File: config.mk
export PLATFORM = sky130hd
export DESIGN_NAME = ad936x_ensm_controller
export DESIGN_NICKNAME = d
export VERILOG_FILES = /design/src/rtl/ad936x_pkg.sv /design/src/rtl/ad936x_clk_watchdog.sv /design/src/rtl/ad936x_ensm_controller.sv
export SDC_FILE = /design/constraint.sdc
export NUM_CORES = 1
export LEC_CHECK = 0
export ABC_AREA = 1
export CAP_MARGIN = 20
export CORE_ASPECT_RATIO = 1.25
export CORE_UTILIZATION = 53
export DETAILED_ROUTE_END_ITERATION = 8
export MAX_ROUTING_LAYER = met4
export PLACE_DENSITY_LB_ADDON = 0.08
export SLEW_MARGIN = 20
export SYNTH_ARGS = -nofsm -noshare
export SYNTH_HDL_FRONTEND = slang
export SYNTH_SLANG_ARGS = --single-unit
File: constraint.sdc
create_clock -name clk -period 2.25 [get_ports clk]
set_input_delay 0.3375 -clock clk [delete_from_list [all_inputs] [get_ports clk]]
set_output_delay 0.3375 -clock clk [all_outputs]
set_load 0.005 [all_outputs]
File: src/rtl/ad936x_pkg.sv
// Shared types and defaults for the ad936x ENSM pin sequencer.
// Holds the state encoding, default timing and command payload values.
package ad936x_pkg;

  typedef enum logic [2:0] {
    ALERT,
    SETUP,
    SETTLE,
    STREAMING,
    STOP
  } ensm_state_t;

  localparam int TXNRX_SETUP_CYCLES_DEFAULT = 8;
  localparam int SETTLE_CYCLES_DEFAULT      = 1024;
  localparam int MIN_DWELL_CYCLES_DEFAULT   = 64;
  localparam int WATCHDOG_CYCLES_DEFAULT    = 256;

  localparam logic CMD_ENABLE  = 1'b1;
  localparam logic CMD_DISABLE = 1'b0;

  function automatic int max_int(input int a, input int b);
    return (a > b) ? a : b;
  endfunction

endpackage

File: src/rtl/ad936x_clk_watchdog.sv
// Detects a stalled data clock feedback: counts cycles without a toggle while active
// and raises expire on the last allowed cycle.
module ad936x_clk_watchdog #(
  parameter int WATCHDOG_CYCLES = 256
) (
  input  logic clk,
  input  logic rst_n,
  input  logic clk_fb,
  input  logic active,
  output logic expire
);

  localparam int CNT_W = $clog2(WATCHDOG_CYCLES + 1);

  generate
    if (WATCHDOG_CYCLES < 2) begin : g_bad_watchdog
      $error("WATCHDOG_CYCLES must be >= 2");
    end
  endgenerate

  logic             fb_q;
  logic [CNT_W-1:0] cnt;
  logic             toggle;

  assign toggle = (clk_fb != fb_q);
  assign expire = active && !toggle && (cnt == CNT_W'(WATCHDOG_CYCLES - 1));

  // Held at zero while inactive, so entering SETTLE always starts from a clean count.
  always_ff @(posedge clk or negedge rst_n) begin
    if (!rst_n) begin
      fb_q <= 1'b0;
      cnt  <= '0;
    end else begin
      fb_q <= clk_fb;
      if (!active || toggle) begin
        cnt <= '0;
      end else if (!expire) begin
        cnt <= cnt + CNT_W'(1);
      end
    end
  end

endmodule

File: src/rtl/ad936x_ensm_controller.sv
// Level pin-control FDD sequencer for the ad936x ENSM: drives ENABLE/TXNRX,
// gates the sample streams after settling, and falls back to ALERT on a stalled data clock.
module ad936x_ensm_controller
  import ad936x_pkg::*;
#(
  parameter int TXNRX_SETUP_CYCLES = TXNRX_SETUP_CYCLES_DEFAULT,
  parameter int SETTLE_CYCLES      = SETTLE_CYCLES_DEFAULT,
  parameter int MIN_DWELL_CYCLES   = MIN_DWELL_CYCLES_DEFAULT,
  parameter int WATCHDOG_CYCLES    = WATCHDOG_CYCLES_DEFAULT
) (
  input  logic clk,
  input  logic rst_n,
  input  logic cmd_valid,
  input  logic cmd_enable,
  output logic cmd_ready,
  input  logic ad936x_data_clk_fb,
  output logic ad936x_enable,
  output logic ad936x_txnrx,
  output logic rx_stream_en,
  output logic tx_stream_en,
  output logic streaming,
  output logic fault
);

  localparam int CNT_MAX = max_int(max_int(TXNRX_SETUP_CYCLES, SETTLE_CYCLES),
                                   max_int(MIN_DWELL_CYCLES, WATCHDOG_CYCLES));
  localparam int CNT_W   = $clog2(CNT_MAX + 1);

  generate
    if (TXNRX_SETUP_CYCLES < 1 || SETTLE_CYCLES < 1 || MIN_DWELL_CYCLES < 1) begin : g_bad_timing
      $error("TXNRX_SETUP_CYCLES, SETTLE_CYCLES and MIN_DWELL_CYCLES must be >= 1");
    end
  endgenerate

  ensm_state_t      state;
  logic [CNT_W-1:0] dwell;
  logic             wd_active;
  logic             wd_expire;
  logic             accept;

  assign wd_active = (state == SETTLE) || (state == STREAMING);
  assign cmd_ready = (state == ALERT) || ((state == STREAMING) && !wd_expire);
  assign accept    = cmd_valid && cmd_ready;

  ad936x_clk_watchdog #(
    .WATCHDOG_CYCLES(WATCHDOG_CYCLES)
  ) u_clk_watchdog (
    .clk    (clk),
    .rst_n  (rst_n),
    .clk_fb (ad936x_data_clk_fb),
    .active (wd_active),
    .expire (wd_expire)
  );

  // Each dwell state loads N-1 on entry and leaves on the edge where the count is zero,
  // so its output levels persist for exactly N edges.
  always_ff @(posedge clk or negedge rst_n) begin
    if (!rst_n) begin
      state         <= ALERT;
      dwell         <= '0;
      ad936x_enable <= 1'b0;
      ad936x_txnrx  <= 1'b0;
      rx_stream_en  <= 1'b0;
      tx_stream_en  <= 1'b0;
      streaming     <= 1'b0;
      fault         <= 1'b0;
    end else begin
      case (state)
        ALERT: begin
          if (accept && (cmd_enable == CMD_ENABLE)) begin
            state        <= SETUP;
            dwell        <= CNT_W'(TXNRX_SETUP_CYCLES - 1);
            ad936x_txnrx <= 1'b1;
            fault        <= 1'b0;
          end
        end

        SETUP: begin
          if (dwell == '0) begin
            state         <= SETTLE;
            dwell         <= CNT_W'(SETTLE_CYCLES - 1);
            ad936x_enable <= 1'b1;
          end else begin
            dwell <= dwell - CNT_W'(1);
          end
        end

        SETTLE: begin
          if (wd_expire) begin
            state         <= STOP;
            dwell         <= CNT_W'(MIN_DWELL_CYCLES - 1);
            ad936x_enable <= 1'b0;
            fault         <= 1'b1;
          end else if (dwell == '0) begin
            state        <= STREAMING;
            rx_stream_en <= 1'b1;
            tx_stream_en <= 1'b1;
            streaming    <= 1'b1;
          end else begin
            dwell <= dwell - CNT_W'(1);
          end
        end

        STREAMING: begin
          // An expiring watchdog wins over a command offered on the same cycle.
          if (wd_expire || (accept && (cmd_enable == CMD_DISABLE))) begin
            state         <= STOP;
            dwell         <= CNT_W'(MIN_DWELL_CYCLES - 1);
            ad936x_enable <= 1'b0;
            rx_stream_en  <= 1'b0;
            tx_stream_en  <= 1'b0;
            streaming     <= 1'b0;
            if (wd_expire) begin
              fault <= 1'b1;
            end
          end
        end

        STOP: begin
          if (dwell == '0) begin
            state        <= ALERT;
            ad936x_txnrx <= 1'b0;
          end else begin
            dwell <= dwell - CNT_W'(1);
          end
        end

        default: begin
          state         <= ALERT;
          dwell         <= '0;
          ad936x_enable <= 1'b0;
          ad936x_txnrx  <= 1'b0;
          rx_stream_en  <= 1'b0;
          tx_stream_en  <= 1'b0;
          streaming     <= 1'b0;
        end
      endcase
    end
  end

endmodule

Yosys cells after proc, flatten, opt, wreduce, memory -nomap -nowiden
Index checks and enable logic that the tools add are counted.

storage, ports and cells
  register bits after elaboration = 28
  output and inout port bits = 7
  logic and storage cells = 82

cells by class
  add/subtract/negate cells = 2
  equal/unequal tests = 15
  muxes and demuxes = 28
  bitwise operators = 4
  reductions and logical operators = 25

operators by type and width
  cell                                                 count
  2-to-1 mux 11 bit                                    5
  one-hot mux 11 bit (5 select lines)                  1
  2-to-1 mux 3 bit                                     6
  2-to-1 mux 9 bit                                     2
  one-hot mux 3 bit (5 select lines)                   1
  logical NOT 11 bit                                   1
  subtractor 11 x 1 -> 11 bit, second input constant   1
  adder 9 x 1 -> 9 bit, second input constant          1
  equality test 9 x 8 -> 1 bit, second input constant  1
  2-to-1 mux 1 bit                                     9
  one-hot mux 1 bit (3 select lines)                   3
  != test 2 x 1 -> 1 bit, second input constant        4
  != test 2 bit, second input constant                 4
  AND reduction 4 bit                                  2
  equality test 3 x 2 -> 1 bit, second input constant  2
  logical AND 1 bit                                    6
  AND reduction 3 bit                                  2
  OR reduction 3 bit                                   2
  AND reduction 5 bit                                  1
  logical OR 1 bit                                     4
  inverter 1 bit                                       4
  one-hot mux 1 bit (4 select lines)                   1
  equality test 3 x 1 -> 1 bit, second input constant  1
  equality test 3 bit, second input constant           1
  other kinds (7)                                      9

Longest topological paths before layout
  depth after elaboration = 12
  gate-level depth with buffers = 14

Cells and area by module
Synthesis repeated with hierarchy kept, for this count alone.

second synthesis, totals
  cells, all modules = 286
  area total of the unflattened synthesis = 1944.4 um2

modules (own cells, without submodules)
  module                  times used  cells each  area an instance (um2)  sequential area each (um2)
  ad936x_ensm_controller  1           216         1403.8                  450.4
  ad936x_clk_watchdog     1           70          540.5                   250.2

Worst setup path after synthesis
Ideal clock, no wire load.

  kind = register -> register
  from = reg u_clk_watchdog.cnt[0]
  to = reg dwell[8]
  arrival = 2076 ps
  data required time = 2128 ps
  path slack = 52 ps
  cell stages (with the launch flop) = 14
  buffers on the path = 0
  period minus slack after synthesis = 2198 ps
  cell sequence = dfrtp_1 > ha_1 > nand2_1 > nor4_1 > inv_1 > nor2_1 > ha_1 > inv_1 > nor2_4 > nor2_1 > nor2_1 > o21ai_2 > nand2_1 > o21ai_1

on the way
  cells in the longest elaborated chain, start to end = 10
  elaborated cells on any way between the ends = 14
  those cells by class = eq/ne (3); mux (2); reduce/logical (9)

ends and longest elaborated chain
  element                                  RTL line                       text
  from (decl)                              ad936x_clk_watchdog.sv:22      logic [CNT_W-1:0] cnt;
  from (signal assigned)                   ad936x_clk_watchdog.sv:38      cnt <= cnt + CNT_W'(1);
  equality test 9 x 8 -> 1 bit *           ad936x_clk_watchdog.sv:26      assign expire = active && !toggle && (cnt == CNT_W'(WATCHDOG_CYCLES - 1));
  logical AND 1 bit *                      ad936x_clk_watchdog.sv:26
  logical NOT 1 bit                        --
  logical AND 1 bit                        ad936x_ensm_controller.sv:42   assign cmd_ready = (state == ALERT) || ((state == STREAMING) && !wd_expire);
  logical OR 1 bit                         ad936x_ensm_controller.sv:42
  logical AND 1 bit                        ad936x_ensm_controller.sv:43   assign accept = cmd_valid && cmd_ready;
  logical AND 1 bit                        ad936x_ensm_controller.sv:106  if (wd_expire || (accept && (cmd_enable == CMD_DISABLE))) begin
  logical OR 1 bit                         ad936x_ensm_controller.sv:106
  != test 2 x 1 -> 1 bit (no source line)  --
  AND reduction 2 bit (no source line)     --
  to (signal assigned)                     ad936x_ensm_controller.sv:100  dwell <= dwell - CNT_W'(1);
  to (signal assigned)                     ad936x_ensm_controller.sv:108  dwell <= CNT_W'(MIN_DWELL_CYCLES - 1);
  to (signal assigned)                     ad936x_ensm_controller.sv:124  dwell <= dwell - CNT_W'(1);
  to (decl)                                ad936x_ensm_controller.sv:36   logic [CNT_W-1:0] dwell;

Mark *: on every way between the ends. The rest lies on a longest branch, timed or not.
A chain may end at the register's enable or synchronous reset.

Worst setup path after layout
  from = reg u_clk_watchdog.cnt[0]
  to = out cmd_ready

on the way
  cells in the longest elaborated chain, start to end = 5

ends and longest elaborated chain
  element                       RTL line                      text
  equality test 9 x 8 -> 1 bit  ad936x_clk_watchdog.sv:26
  logical AND 1 bit             ad936x_clk_watchdog.sv:26
  logical NOT 1 bit             --
  logical AND 1 bit             ad936x_ensm_controller.sv:42
  logical OR 1 bit              ad936x_ensm_controller.sv:42
  to (decl)                     ad936x_ensm_controller.sv:15  output logic cmd_ready,

Every way passes these cells.

==> results.yml <==
clock_tree:
  cts.sinks: 28
  htree_levels: 1
  cts.path.max_buffers: 2
  cts_root_buffer: "clkbuf_8"
  clk_pin_slew_ps: 100
  cts_hold_buf: 0
  numCtsBuffers: 3
  cts_tree: "done"
  clk_latency_ps: 280
setup_path:
  cp_max_fo: 2
  worstPathArrival_ps: 1780
  end_kind: "primary output"
  cp_data_required_time_ps: 1910
  cp-start-kind: "register"
  crit_type: "register to primary output"
die:
  row_count: 24
  die_x_um: 56.2
  die_area_um2: 3910
  start_util_pct: 55.8
  io_pins: 12
  die_h_um: 69.7
  core_um2: 3480
yosys:
  synth.top_cell.area_share_pct: 36.1
  postSynthAreaPerCell_um2: 7.22
  synth_nets: 279
  synth-edff-count: 0
  synth_cells: 269
  synth.largest_area_cell: "dfrtp_1"
  mappedNetlistArea_um2: 1940
  synth-warning-count: 0
  ys_ff_latch: 28
  synth.top_cells.by_count: "nand2_1 (86), inv_1 (39), dfrtp_1 (28)"
  yosysSeqAreaShare_pct: 36.1
  synth.most_common_cell: "nand2_1"
  synth-async-reset-ratio_pct: 100
  synth-main-ff-cell: "dfrtp_1"
  synth_area_leaders: "dfrtp_1 (36%), nand2_1 (17%), inv_1 (7.5%), nor2_1 (5.2%), nand3_1 (4.1%)"
  synth.distinct_cells: 36
timing:
  finalSetupViolCount: 0
  fmax_ghz: 0.472
  tightest_slew_ps: 370
  finalSetupTns_ps: 0
  hold_viol: 0
  fin_skew_ps: 3.40
  min_period_ps: 2120
  whs_ps: 429
  maxSlewHeadroom_pct: 75.3
  min_period_over_period_pct: 94.2
  report.final.slew_viol_count: 0
route:
  drtAntennaViolNets: 0
  viasPerCell: 5.28
  wl_per_cell_um: 12.6
  drtIter0Drc: 69
  drc: 0
  vias: 1774
  firstDrtPassIters: 5
  routed_wl_um: 4240
grt:
  antenna_found_initial: 0
  grt_pass1_vias: 1754
  track_usage_pct: 25.4
  grt-ovfl-total: 0
  grt_max_degree: 29
  grt_pass1_wl_um: 7620
cells_and_area:
  area_delta_synth_final_pct: 17.2
  n_antenna_cell: 0
  drive_gt1_share_pct: 17.2
  final_nets: 308
  fin_area_um2: 2280
job:
  maxCapViolations: 0
power:
  switching_share_pct: 47.9
  seqPwrFrac_pct: 27.2
  power_leakage_nw: 1.23
  pwr-share-clk_pct: 11.6
  intPower_mw: 1.43
  comb_power_share_pct: 61.3
  p_sw_mw: 1.32
  vdd_drop_max_mv: 0.755
  p_per_area_nw_per_um2: 1200
placed_design:
  placed_area_um2: 2150
  gp_congestion: 0.913
  numPortBuffers: 11
  hpwl_um: 3200
worst_hold_path:
  hold_class: "input port to asynchronous set/reset pin"
status:
  status: "finished, final reports clean"
==> cell usage in the layout (no fill, tap or decap), types with 4 or more instances in the layout <==
cell	n
clkbuf_8	4
inv_1	38
o21ai_1	5
buf_4	17
dfrtp_1	28
o21ai_2	5
nand4_1	5
nor2_1	25
xor2_1	7
nand2_1	83
nand3_1	16
o21ai_0	6
clkdlybuf4s50_1	10
a21oi_1	5
nand2_2	5
==> registers in the layout, indices dropped and copies added, names as in the netlist <==
signal / count
ad936x_enable: 1
fault: 1
streaming: 1
ad936x_txnrx: 1
dwell: 11
u_clk_watchdog.cnt: 9
u_clk_watchdog.fb_q: 1
state: 3
==> through the flow <==
stage | instances | util [%] | setup WS [ps] | total power [mW]
floorplan | 269 | - | 52.0 | 2.02
global placement | 328 | 61.8 | 27.7 | 2.38
detailed placement | 328 | 61.8 | -32.5 | 2.40
CTS | 335 | 64.5 | 21.9 | 2.71
global route | 336 | 65.4 | -7.88 | 3.03
finish | 336 | 65.4 | 131 | 2.74
==> power groups by stage <==
stage                     Clock (mW)  Combinational [mW]  Sequential, mW
after floorplan                    0                1.28           0.734
after global placement             0                1.63           0.752
after detailed placement           0                1.65           0.755
after CTS                      0.324                1.64           0.746
after global routing           0.340                1.93           0.763
final                          0.317                1.68           0.745
==> area by class of cell <==
| type | count | area (um^2) |
|---|---|---|
| Clock buffer | 4 | 55.1 |
| Fill cell | 304 | 1210 |
| Inverter | 42 | 165 |
| Multi-Input combinational cell | 195 | 1070 |
| Sequential cell | 28 | 701 |
| Tap cell | 39 | 48.8 |
| Timing Repair Buffer | 28 | 233 |
==> per-layer routing <==
| layer | global-route usage (%) | up-vias | share of wire [%] |
|---|---|---|---|
| met5 | - | - | 0 |
| met1 | 30.8 | 825 | 42 |
| met4 | 10.6 | 0 | 2.1 |
| met2 | 42.6 | 35 | 52 |
| met3 | 2.80 | 9 | 3.1 |
| li1 | - | 905 | - |
==> path summary, 6_finish.rpt <==
kind,from,endpoint,slack (ps),cells past startpoint
max,u_clk_watchdog.cnt[0]$_DFFE_PN0P_,cmd_ready,130,10
min,rst_n,dwell[7]$_DFFE_PN0P_,430,2
max reg2reg,u_clk_watchdog.cnt[0]$_DFFE_PN0P_,state[1]$_DFFE_PN0P_,160,15
min reg2reg,u_clk_watchdog.cnt[7]$_DFFE_PN0P_,u_clk_watchdog.cnt[7]$_DFFE_PN0P_,480,1
max in group asynchronous,rst_n,state[2]$_DFFE_PN0P_,1550,2
min in group clk,u_clk_watchdog.cnt[7]$_DFFE_PN0P_,u_clk_watchdog.cnt[7]$_DFFE_PN0P_,480,1
==> cell families (layout without fill, tap and decap cells) <==
group           after synthesis  count (layout)  synth area share, %
simple gates                149             149                 34.7
buf+inv                      46              74                 10.9
fa+ha+maj                     5               5                 3.22
flops                        28              28                 36.1
compound gates               32              32                 11.1
xor+xnor                      9               9                 4.06
==> worst max-delay path, cell delays in order (launching register included) <==
cell	delay, ps
dfrtp_1	370
ha_2	200
nand2_2	90
nor4_4	180
inv_1	80
nor2_2	90
ha_2	190
inv_2	50
nor2_4	80
o21ai_1	60
buf_2	130
==> what timing repair did <==
| item | in CTS | in global routing |
|---|---|---|
| gates resized for setup | 11 | 7 |
| setup buffers | 3 | 1 |
| setup endpoints to repair | 1 | 16 |
| pin swaps | 5 | 4 |
| gates cloned | 0 | 0 |
(Power assumes the default switching activity.)
